**src/rtl/riscv_pkg.sv**
```systemverilog
// -----------------------------------------------------------------------------
// riscv_pkg
// Shared RV32I definitions for the instruction encoder slice:
//   XLEN        - integer register / immediate width
//   fmt_e       - instruction encoding formats handled by the encoder
//   OPC_*       - base opcodes used when building programs
//   enc_state_e - load-session states of instr_encoder
// -----------------------------------------------------------------------------
package riscv_pkg;

    localparam int XLEN = 32;

    typedef enum logic [2:0] {
        FMT_R = 3'd0,
        FMT_I = 3'd1,
        FMT_S = 3'd2,
        FMT_B = 3'd3,
        FMT_J = 3'd4
    } fmt_e;

    localparam logic [6:0] OPC_OP     = 7'b0110011;
    localparam logic [6:0] OPC_OP_IMM = 7'b0010011;
    localparam logic [6:0] OPC_LOAD   = 7'b0000011;
    localparam logic [6:0] OPC_STORE  = 7'b0100011;
    localparam logic [6:0] OPC_BRANCH = 7'b1100011;
    localparam logic [6:0] OPC_JAL    = 7'b1101111;

    typedef enum logic [1:0] {
        ST_IDLE  = 2'd0,
        ST_LOAD  = 2'd1,
        ST_DRAIN = 2'd2,
        ST_DONE  = 2'd3
    } enc_state_e;

endpackage

```
**src/rtl/instr_encoder_imm_pack.sv**
```systemverilog
// -----------------------------------------------------------------------------
// imm_pack
// Purely combinational placement of a sign-extended immediate into the
// instruction bit positions its format uses. All non-immediate positions are
// zero so the caller can OR in opcode/register/funct fields.
// Ports:
//   fmt      in   instruction format
//   imm      in   sign-extended immediate (byte offset for B/J)
//   imm_bits out  32-bit word holding only the immediate fields
//   imm_ok   out  immediate representable in the format (always 1 unless
//                 INSTR_ENCODER_RANGE_CHECK_EN is defined)
// Optional feature macro: INSTR_ENCODER_RANGE_CHECK_EN
// -----------------------------------------------------------------------------
module imm_pack #(
    parameter int XLEN = riscv_pkg::XLEN
) (
    input  riscv_pkg::fmt_e    fmt,
    input  logic [XLEN-1:0]    imm,
    output logic [31:0]        imm_bits,
    output logic               imm_ok
);
    import riscv_pkg::*;

    always_comb begin
        imm_bits = '0;
        case (fmt)
            FMT_I: imm_bits[31:20] = imm[11:0];
            FMT_S: begin
                imm_bits[31:25] = imm[11:5];
                imm_bits[11:7]  = imm[4:0];
            end
            FMT_B: begin
                imm_bits[31]    = imm[12];
                imm_bits[30:25] = imm[10:5];
                imm_bits[11:8]  = imm[4:1];
                imm_bits[7]     = imm[11];
            end
            FMT_J: imm_bits[31:12] = {imm[20], imm[10:1], imm[11], imm[19:12]};
            default: ;
        endcase
    end

`ifdef INSTR_ENCODER_RANGE_CHECK_EN
    // agree[i]: bit i equals the sign bit. A value fits an N-bit signed field
    // when every bit from N-1 upward agrees with the sign.
    logic [XLEN-1:11] agree;
    logic             fit12;
    logic             fit13;
    logic             fit21;

    for (genvar gi = 11; gi < XLEN; gi++) begin : g_agree
        assign agree[gi] = (imm[gi] == imm[XLEN-1]);
    end

    assign fit12 = &agree[XLEN-1:11];
    assign fit13 = &agree[XLEN-1:12];
    assign fit21 = &agree[XLEN-1:20];

    always_comb begin
        imm_ok = 1'b1;
        case (fmt)
            FMT_I, FMT_S: imm_ok = fit12;
            FMT_B:        imm_ok = fit13 && !imm[0];
            FMT_J:        imm_ok = fit21 && !imm[0];
            default:      imm_ok = 1'b1;
        endcase
    end
`else
    // Without checking, bits above the widest field are simply dropped.
    logic unused_imm_high;
    assign unused_imm_high = &{1'b0, imm[XLEN-1:21]};
    assign imm_ok = 1'b1;
`endif

endmodule

```
**src/rtl/instr_encoder.sv**
```systemverilog
// -----------------------------------------------------------------------------
// instr_encoder
// Streaming RV32I encoder: packs decoded field bundles into 32-bit words and
// presents them, with word-aligned byte addresses, to an instruction-memory
// write port through a single-entry output register.
// Parameters:
//   XLEN       immediate input width
//   BASE_ADDR  first write address of a session (4-byte aligned)
//   MAX_WORDS  bundles accepted per session before the session is forced to end
// Ports:
//   clk, rst_n            clock, synchronous active-low reset
//   start                 begin a session (honoured in IDLE / DONE only)
//   in_valid/in_ready     field-bundle handshake
//   in_fmt .. in_last     decoded fields, in_last closes the session
//   out_valid/out_ready   encoded-word handshake
//   out_addr, out_instr   byte address and encoded word
//   busy, done, err       LOAD|DRAIN, DONE, sticky range error
//   word_count            words emitted this session
// Optional feature macro: INSTR_ENCODER_RANGE_CHECK_EN (immediate range check)
// -----------------------------------------------------------------------------
module instr_encoder #(
    parameter int          XLEN      = riscv_pkg::XLEN,
    parameter logic [31:0] BASE_ADDR = 32'h0000_0000,
    parameter int          MAX_WORDS = 1024
) (
    input  logic                             clk,
    input  logic                             rst_n,
    input  logic                             start,
    input  logic                             in_valid,
    output logic                             in_ready,
    input  riscv_pkg::fmt_e                  in_fmt,
    input  logic [6:0]                       in_opcode,
    input  logic [2:0]                       in_funct3,
    input  logic [6:0]                       in_funct7,
    input  logic [4:0]                       in_rd,
    input  logic [4:0]                       in_rs1,
    input  logic [4:0]                       in_rs2,
    input  logic [XLEN-1:0]                  in_imm,
    input  logic                             in_last,
    output logic                             out_valid,
    input  logic                             out_ready,
    output logic [31:0]                      out_addr,
    output logic [31:0]                      out_instr,
    output logic                             busy,
    output logic                             done,
    output logic                             err,
    output logic [$clog2(MAX_WORDS+1)-1:0]   word_count
);
    import riscv_pkg::*;

    localparam int CNT_W = $clog2(MAX_WORDS + 1);

    enc_state_e        state_reg, state_next;
    logic              out_valid_reg;
    logic [31:0]       out_addr_reg;
    logic [31:0]       out_instr_reg;
    logic [31:0]       addr_cnt_reg;
    logic [CNT_W-1:0]  word_count_reg;
    logic [CNT_W-1:0]  accept_cnt_reg;

    logic [31:0]       imm_bits;
    logic [31:0]       instr_next;
    logic              imm_ok;
    logic              accept;
    logic              emit;
    logic              start_ok;
    logic              session_end;

    imm_pack #(.XLEN(XLEN)) u_imm_pack (
        .fmt      (in_fmt),
        .imm      (in_imm),
        .imm_bits (imm_bits),
        .imm_ok   (imm_ok)
    );

    // The output register can take a new word when empty or when its current
    // word leaves this very cycle, so back-to-back words need no bubble.
    assign in_ready    = (state_reg == ST_LOAD) && (!out_valid_reg || out_ready);
    assign accept      = in_valid && in_ready;
    assign emit        = accept && imm_ok;
    assign start_ok    = start && ((state_reg == ST_IDLE) || (state_reg == ST_DONE));
    // The session closes on in_last or on the MAX_WORDS-th accepted bundle,
    // counting rejected bundles too since they were consumed.
    assign session_end = accept && (in_last || (accept_cnt_reg == CNT_W'(MAX_WORDS - 1)));

    always_comb begin
        instr_next = {25'b0, in_opcode};
        case (in_fmt)
            FMT_R:        instr_next = {in_funct7, in_rs2, in_rs1, in_funct3, in_rd, in_opcode};
            FMT_I:        instr_next = imm_bits | {12'b0, in_rs1, in_funct3, in_rd, in_opcode};
            FMT_S, FMT_B: instr_next = imm_bits | {7'b0, in_rs2, in_rs1, in_funct3, 5'b0, in_opcode};
            FMT_J:        instr_next = imm_bits | {20'b0, in_rd, in_opcode};
            default:      instr_next = {25'b0, in_opcode};
        endcase
    end

    always_comb begin
        state_next = state_reg;
        case (state_reg)
            ST_IDLE:  if (start) state_next = ST_LOAD;
            ST_LOAD:  if (session_end) state_next = ST_DRAIN;
            // Leave DRAIN on the edge that empties the register, so done
            // rises the cycle right after the last output handshake.
            ST_DRAIN: if (!out_valid_reg || out_ready) state_next = ST_DONE;
            ST_DONE:  if (start) state_next = ST_LOAD;
            default:  state_next = ST_IDLE;
        endcase
    end

    always_ff @(posedge clk) begin
        if (!rst_n) begin
            state_reg      <= ST_IDLE;
            out_valid_reg  <= 1'b0;
            out_addr_reg   <= '0;
            out_instr_reg  <= '0;
            addr_cnt_reg   <= BASE_ADDR;
            word_count_reg <= '0;
            accept_cnt_reg <= '0;
        end else begin
            state_reg <= state_next;

            if (emit) begin
                out_valid_reg  <= 1'b1;
                out_addr_reg   <= addr_cnt_reg;
                out_instr_reg  <= instr_next;
                addr_cnt_reg   <= addr_cnt_reg + 32'd4;
                word_count_reg <= word_count_reg + 1'b1;
            end else if (out_ready) begin
                out_valid_reg <= 1'b0;
            end

            if (accept) begin
                accept_cnt_reg <= accept_cnt_reg + 1'b1;
            end

            // start is only honoured outside LOAD/DRAIN, so it never
            // collides with an emitted word above.
            if (start_ok) begin
                addr_cnt_reg   <= BASE_ADDR;
                word_count_reg <= '0;
                accept_cnt_reg <= '0;
            end
        end
    end

`ifdef INSTR_ENCODER_RANGE_CHECK_EN
    logic err_reg;

    always_ff @(posedge clk) begin
        if (!rst_n) begin
            err_reg <= 1'b0;
        end else if (start_ok) begin
            err_reg <= 1'b0;
        end else if (accept && !imm_ok) begin
            err_reg <= 1'b1;
        end
    end

    assign err = err_reg;
`else
    assign err = 1'b0;
`endif

    assign out_valid  = out_valid_reg;
    assign out_addr   = out_addr_reg;
    assign out_instr  = out_instr_reg;
    assign busy       = (state_reg == ST_LOAD) || (state_reg == ST_DRAIN);
    assign done       = (state_reg == ST_DONE);
    assign word_count = word_count_reg;

endmodule

```
**config.mk**
```make
export PLATFORM = sky130hd
export DESIGN_NAME = instr_encoder
export DESIGN_NICKNAME = d
export VERILOG_FILES = /design/src/rtl/riscv_pkg.sv /design/src/rtl/instr_encoder_imm_pack.sv /design/src/rtl/instr_encoder.sv
export SDC_FILE = /design/constraint.sdc
export NUM_CORES = 1
export LEC_CHECK = 0
export ABC_AREA = 1
export CAP_MARGIN = 0
export CORE_MARGIN = 4
export CORE_UTILIZATION = 44
export CTS_CLUSTER_DIAMETER = 100
export DETAILED_ROUTE_END_ITERATION = 12
export PLACE_DENSITY = 0.77
export SLEW_MARGIN = 20
export SYNTH_ARGS = -nofsm -noshare
export SYNTH_HDL_FRONTEND = slang
export SYNTH_SLANG_ARGS = --single-unit
```
**constraint.sdc**
```tcl
create_clock -name clk -period 1.4 [get_ports clk]
set_input_delay 0.42 -clock clk [delete_from_list [all_inputs] [get_ports clk]]
set_output_delay 0.42 -clock clk [all_outputs]
set_load 0.03 [all_outputs]
```
==> impl_metrics.yaml, run 1 <==
outcome:
  outcome: "finished, violations left"
  violations: "setup timing"
timing:
  post-route-period-util_pct: 131
  worst_pin_slew_ps: 831
  drv_slew: 0
  fmax_mhz: 544
  fin_ws_ps: -437
  finClkSkew_ps: 8.48
  fin_crit_ps: 1840
  timing.final.hold_violations: 0
  setup_viol: 125
  rsz0062_at_grt: "true"
  slew_headroom_pct: 44.6
power:
  peakVddDrop_mv: 1.21
  p_int_mw: 9.04
  leakage_nw: 4.37
  p_sw_share_pct: 33.7
  p_comb_share_pct: 38.9
  pwr-share-clk_pct: 33.1
  power_switching_mw: 4.60
  power_frac_seq_pct: 28.0
  total_power_mw: 13.6
  power_density_nw_per_um2: 1350
critical_path:
  slowest_stage: "dfxtp_1"
  cpPeakStageDelay_ps: 420
  required_ps: 1710
  cpLargestDelayFamily: "simple AND/OR/NAND/NOR gates"
  start_kind: "flop"
  worstSetupPathType: "flop to flop"
  worstPathArrival_ps: 2150
  path_buf_inv: 0
  path_cells: "ha_1 > nand3_1 > nor2_1 > nand4_1 > o21ai_1 > a21oi_1"
  critPathMaxFanout: 3
  critPathCaptureType: "flop"
placement:
  place_congestion: 0.872
  placed_area_um2: 7370
  hpwl_um: 11000
  portBuffers: 138
grt:
  grt_pass1_vias: 6383
  antenna_found_initial: 0
  grt_usage_pct: 26.3
  grt_max_degree: 48
  gr-total-overflow: 0
  grt_pass1_wl_um: 30500
clocking:
  cts_root_buf: "clkbuf_16"
  cts_sinks: 117
  clk_pin_slew_ps: 60
  cts_tree: "done"
  cts_made_buffers: 17
  clockBufferDepth: 2
  clock_latency_ps: 430
  htree_levels: 4
  hold_buffers: 0
logic_synthesis:
  yosysSeqAreaShare_pct: 42.6
  synth_top_cell_by_area: "dfxtp_1"
  synthTopCellsByArea: "dfxtp_1, nand2_1, a21oi_1"
  synth_top_area_share_pct: 42.6
  postSynthCellCount: 792
  syn-cell-area_um2: 5500
  post_synth_num_cell_types: 35
  avgSynthCellArea_um2: 6.94
  synth_seq_cells: 117
  ys.warnings.count: 0
route:
  first_pass_iters: 7
  routed_via_density: 5.62
  wl_um: 23400
  wl_per_cell_um: 19.3
  post-route-drc-count: 0
  antenna_left: 0
  vias: 6825
  first_iter_violations: 506
job:
  cap_violations: 0
final_layout:
  syn2layout_area_growth_pct: 83.4
  antennaDiodeCount: 0
  final_common_cell: "nand2_1"
  drive_gt1_share_pct: 49.7
  stdcell_area_um2: 10100
  largest_reg_flops: 32
  layout_common_cells: "nand2_1, buf_4, dfxtp_1"
  nets: 1112
floorplanning:
  ios: 153
  initial_utilization_pct: 45.4
  die_y_um: 120
  num_rows: 40
  dieWidth_um: 120
  core_um2: 12100
  die_area_um2: 14300
hold_path:
  hp-class: "flop to flop"
stage by stage:
| step | TNS, ps | hold slack, ps | utilization [%] | cells | worst slack (ps) |
|---|---|---|---|---|---|
| final | -29390 | 464 | 83.2 | 1214 | -437 |
| after CTS | -21520 | 463 | 77.6 | 1214 | -405 |
| after detailed placement | -59820 | 456 | 60.8 | 1138 | -592 |
| after global routing | -36040 | 480 | 83.2 | 1214 | -462 |
| after floorplan | 0 | 451 | - | 794 | 3.47 |
| after global placement | -56560 | 452 | 60.8 | 1138 | -545 |
cells by family after synthesis:
logic type      after synthesis  share of synthesized area [%]
fa+ha+maj                     6                           1.37
simple gates                398                           30.7
xor+xnor                     11                           1.75
other cells                   1                         0.0682
buf+inv                      98                           7.69
compound gates              161                           15.8
flops                       117                           42.6
power groups by stage:
stage / sequential [mW] / clock [mW] / combinational [mW]
after global routing: 3.85 / 4.67 / 5.50
after CTS: 3.76 / 4.47 / 4.78
after floorplan: 4.22 / 0 / 1.19
final: 3.82 / 4.51 / 5.30
after detailed placement: 3.80 / 0 / 2.89
after global placement: 3.80 / 0 / 2.87
routing by layer:
metal | share of wire (%) | routed length [um] | GRT usage, %
met1 | 37 | 8590 | 30.5
met3 | 7.5 | 1740 | 6.83
met5 | 0 | 0 | 0
met2 | 50 | 11800 | 46.1
met4 | 5.3 | 1240 | 10.5
area by class of cell:
type	instances	area (um^2)
Inverter	62	248
Tap cell	168	210
Multi-Input combinational cell	579	3960
Clock inverter	8	95.1
Clock buffer	24	512
Timing Repair Buffer	256	2670
Fill cell	614	2030
Sequential cell	117	2380
worst register-to-register path: stages, from the launching register on:
cell	delay (ps)
dfxtp_1	420
ha_1	240
nand3_1	90
nor2_1	420
nand4_1	270
o21ai_1	190
a21oi_1	90
cells in the mapped netlist, drive strengths merged:
cell and count:
a211oi 1, a21oi 103, a22o 14, a31oi 1, buf 25, clkbuf 11
conb 1, dfxtp 117, ha 6, inv 62, nand2 263, nand3 27
nand3b 1, nand4 7, nor2 81, nor3 10, nor3b 1, o211ai 2
o21ai 40, or2 7, or3 1, xnor2 3, xor2 8
final timing paths:
check / from / endpoint / slack (ps) / cells after the start
hold / removal: out_instr[16]$_SDFFE_PN0P_ / out_instr[16]$_SDFFE_PN0P_ / 460 / 2
setup / recovery: accept_cnt_reg[1]$_SDFFE_PP0P_ / accept_cnt_reg[10]$_SDFFE_PP0P_ / -440 / 6
hold reg to reg: out_instr[16]$_SDFFE_PN0P_ / out_instr[16]$_SDFFE_PN0P_ / 460 / 2
setup reg to reg: accept_cnt_reg[1]$_SDFFE_PP0P_ / accept_cnt_reg[10]$_SDFFE_PP0P_ / -440 / 6
repair_timing:
item | in CTS | in global routing
gates resized for setup | 274 | 223
cloned | 12 | 0
pin swaps | 71 | 64
buffers inserted | 33 | 14
setup endpoints to repair | 120 | 137
hold endpoints to repair | 0 | 0
Note: power is estimated with default switching activity, not from simulation.
==> run 2: changes to the inputs <==
CAP_MARGIN = 20   (was 0)
==> results of run 2 <==
Final layout, timing and power as in run 1 (identical DEF).
==> run 3: changes to the inputs <==
CAP_MARGIN = 10   (was 20)
clock period = 1.6 ns   (was 1.4 ns; I/O delays follow)
==> run 3 against run 2 <==
The flow still finishes with violations (setup timing). Sequential power shrank 14%. Clock-buffer cell count grew 2. Via count shrank 11%. Cell count shrank 3.5%. Clock power shrank 20%. Register-to-register slack gained 280 ps. Die area is the same. Hold slack lost 4.2 ps. Highest routed layer unchanged.
==> impl_metrics.yaml, run 3 (synthesized netlist as in run 1, its figures left out) <==
outcome:
  outcome: "finished, violations left"
  violations: "setup timing"
floorplanning:
  initial_utilization_pct: 45.4
  num_rows: 40
  core_um2: 12100
  die_area_um2: 14300
  dieWidth_um: 120
  ios: 153
  die_y_um: 120
placement:
  hpwl_um: 11200
  post-place-ws_ps: -477
  portBuffers: 138
  place_inst: 1118
  place_congestion: 0.921
final_layout:
  instances_no_fill: 1172
  drive_gt1_share_pct: 30.6
  multi_input_area_um2: 3160
  syn2layout_area_growth_pct: 59.7
  post-route-util_pct: 72.5
  final_common_cell: "nand2_1"
  antennaDiodeCount: 0
  regArea_um2: 2350
  nFillCells: 907
  largest_reg_flops: 32
  nets: 1072
  layout_common_cells: "nand2_1, dfxtp_1, a21oi_1"
clocking:
  clk_pin_slew_ps: 50
  cts_made_buffers: 17
  cts_root_buf: "clkbuf_16"
  cts_tree: "done"
  cts_sinks: 117
  htree_levels: 4
  clockBufferDepth: 2
  clock_latency_ps: 420
route:
  routed_via_density: 5.19
  antenna_left: 0
  first_iter_violations: 422
  wl_um: 18500
  first_pass_iters: 5
  post-route-drc-count: 0
  vias: 6088
  wl_per_cell_um: 15.8
critical_path:
  r2r_setup_slack_ps: -160
  regToRegEndpoint: "addr_cnt_reg[18]$_SDFFE_PP0P_"
  startpoint: "state_reg[0]$_SDFFE_PN0P_"
  critPathCaptureType: "primary output"
  critPathMaxFanout: 3
  worstSetupPathType: "flop to primary output"
  crit_path_end: "busy"
  start_kind: "flop"
  worstPathArrival_ps: 1320
  required_ps: 1120
  timing.rr.start: "state_reg[0]$_SDFFE_PN0P_"
  reg2reg_depth: 12
timing:
  fin_ws_ps: -195
  finClkSkew_ps: 7.46
  worst_pin_slew_ps: 553
  drv_slew: 0
  slew_headroom_pct: 63.1
  post-route-period-util_pct: 112
  timing.final.hold_violations: 0
  rsz0062_at_grt: "true"
  setup_viol: 91
  fin_crit_ps: 1800
  fmax_mhz: 557
power:
  power_density_nw_per_um2: 1180
  peakVddDrop_mv: 0.870
  leakage_nw: 3.37
grt:
  grt_pass1_wl_um: 25600
  grt_pass1_vias: 5477
  grt_usage_pct: 21.9
  antenna_found_initial: 0
  grt_max_degree: 48
  gr-total-overflow: 0
hold_path:
  hp-class: "flop to flop"
job:
  cap_violations: 0
-- run 3: changes by cell type in the layout (fill, tap and decap cells not counted), sizes merged --
cell and delta:
buf -110, clkdlybuf4s15 +40, clkbuf +31, clkinvlp -2, bufinv -1, clkdlybuf4s50 -1
clkinv -1, dlygate4sd2 +1, inv +1
-- run 3: layer usage --
layer | track usage [%] | vias up | routed length, um
met3 | 6.27 | 51 | 1060
met1 | 25.2 | 2865 | 7200
met2 | 39.0 | 220 | 9750
met5 | 0 | - | 0
met4 | 6.94 | 0 | 535
li1 | - | 2952 | -
-- run 3: how the worst min path moves through the flow --
| stage | from | to | slack [ps] | depth (start not counted) |
|---|---|---|---|---|
| 6_report | out_instr[4]$_SDFFE_PN0P_ | out_instr[4]$_SDFFE_PN0P_ | 460 | 2 |
| 5_1_grt | out_instr[30]$_SDFFE_PN0P_ | out_instr[30]$_SDFFE_PN0P_ | 480 | 2 |
| 4_1_cts | out_addr[13]$_SDFFE_PN0P_ | out_addr[13]$_SDFFE_PN0P_ | 460 | 2 |
| 3_5_place_dp | out_addr[13]$_SDFFE_PN0P_ | out_addr[13]$_SDFFE_PN0P_ | 450 | 2 |
| 3_3_place_gp | out_addr[13]$_SDFFE_PN0P_ | out_addr[13]$_SDFFE_PN0P_ | 450 | 2 |
| 2_1_floorplan | accept_cnt_reg[10]$_SDFFE_PP0P_ | accept_cnt_reg[10]$_SDFFE_PP0P_ | 450 | 2 |
-- run 3: layout make-up --
type	instances	share of cell area (%)
Sequential cell	117	26.8
Timing Repair Buffer	215	25.5
Clock buffer	26	5.80
Timing Repair inverter	1	0.128
Multi-Input combinational cell	579	36.0
Clock inverter	4	0.513
Inverter	62	2.88
Tap cell	168	2.39
-- run 3: stage by stage --
step	area [um^2]	setup TNS, ps	power (mW)	hold WS [ps]
2_1_floorplan	5510	0	4.68	451
3_3_place_gp	7400	-39490	5.71	451
3_5_place_dp	7400	-42790	5.73	453
4_1_cts	8130	-414	9.45	463
5_1_grt	8780	-13530	10.7	480
6_report	8780	-6750	10.3	460
-- run 3: timing repair --
action                     4_1_cts  5_1_grt
buffers inserted                 4        9
setup endpoints to repair       94      121
gates resized for setup        206      198
cloned                           0       11
hold buffers                     0        0
pin swaps                        4       17
-- run 3: worst max-delay path, cell delays in order, from the launching register on --
cell     delay (ps)
dfxtp_2         330
buf_6           110
inv_4            30
ha_4            270
inv_4            30
buf_6           130
-- run 3: power by group --
part           switching, mW  leakage [nW]  internal, mW
clock                   1.29         0.276          2.31
sequential             0.142         0.949          3.15
combinational           1.89          2.15          1.54
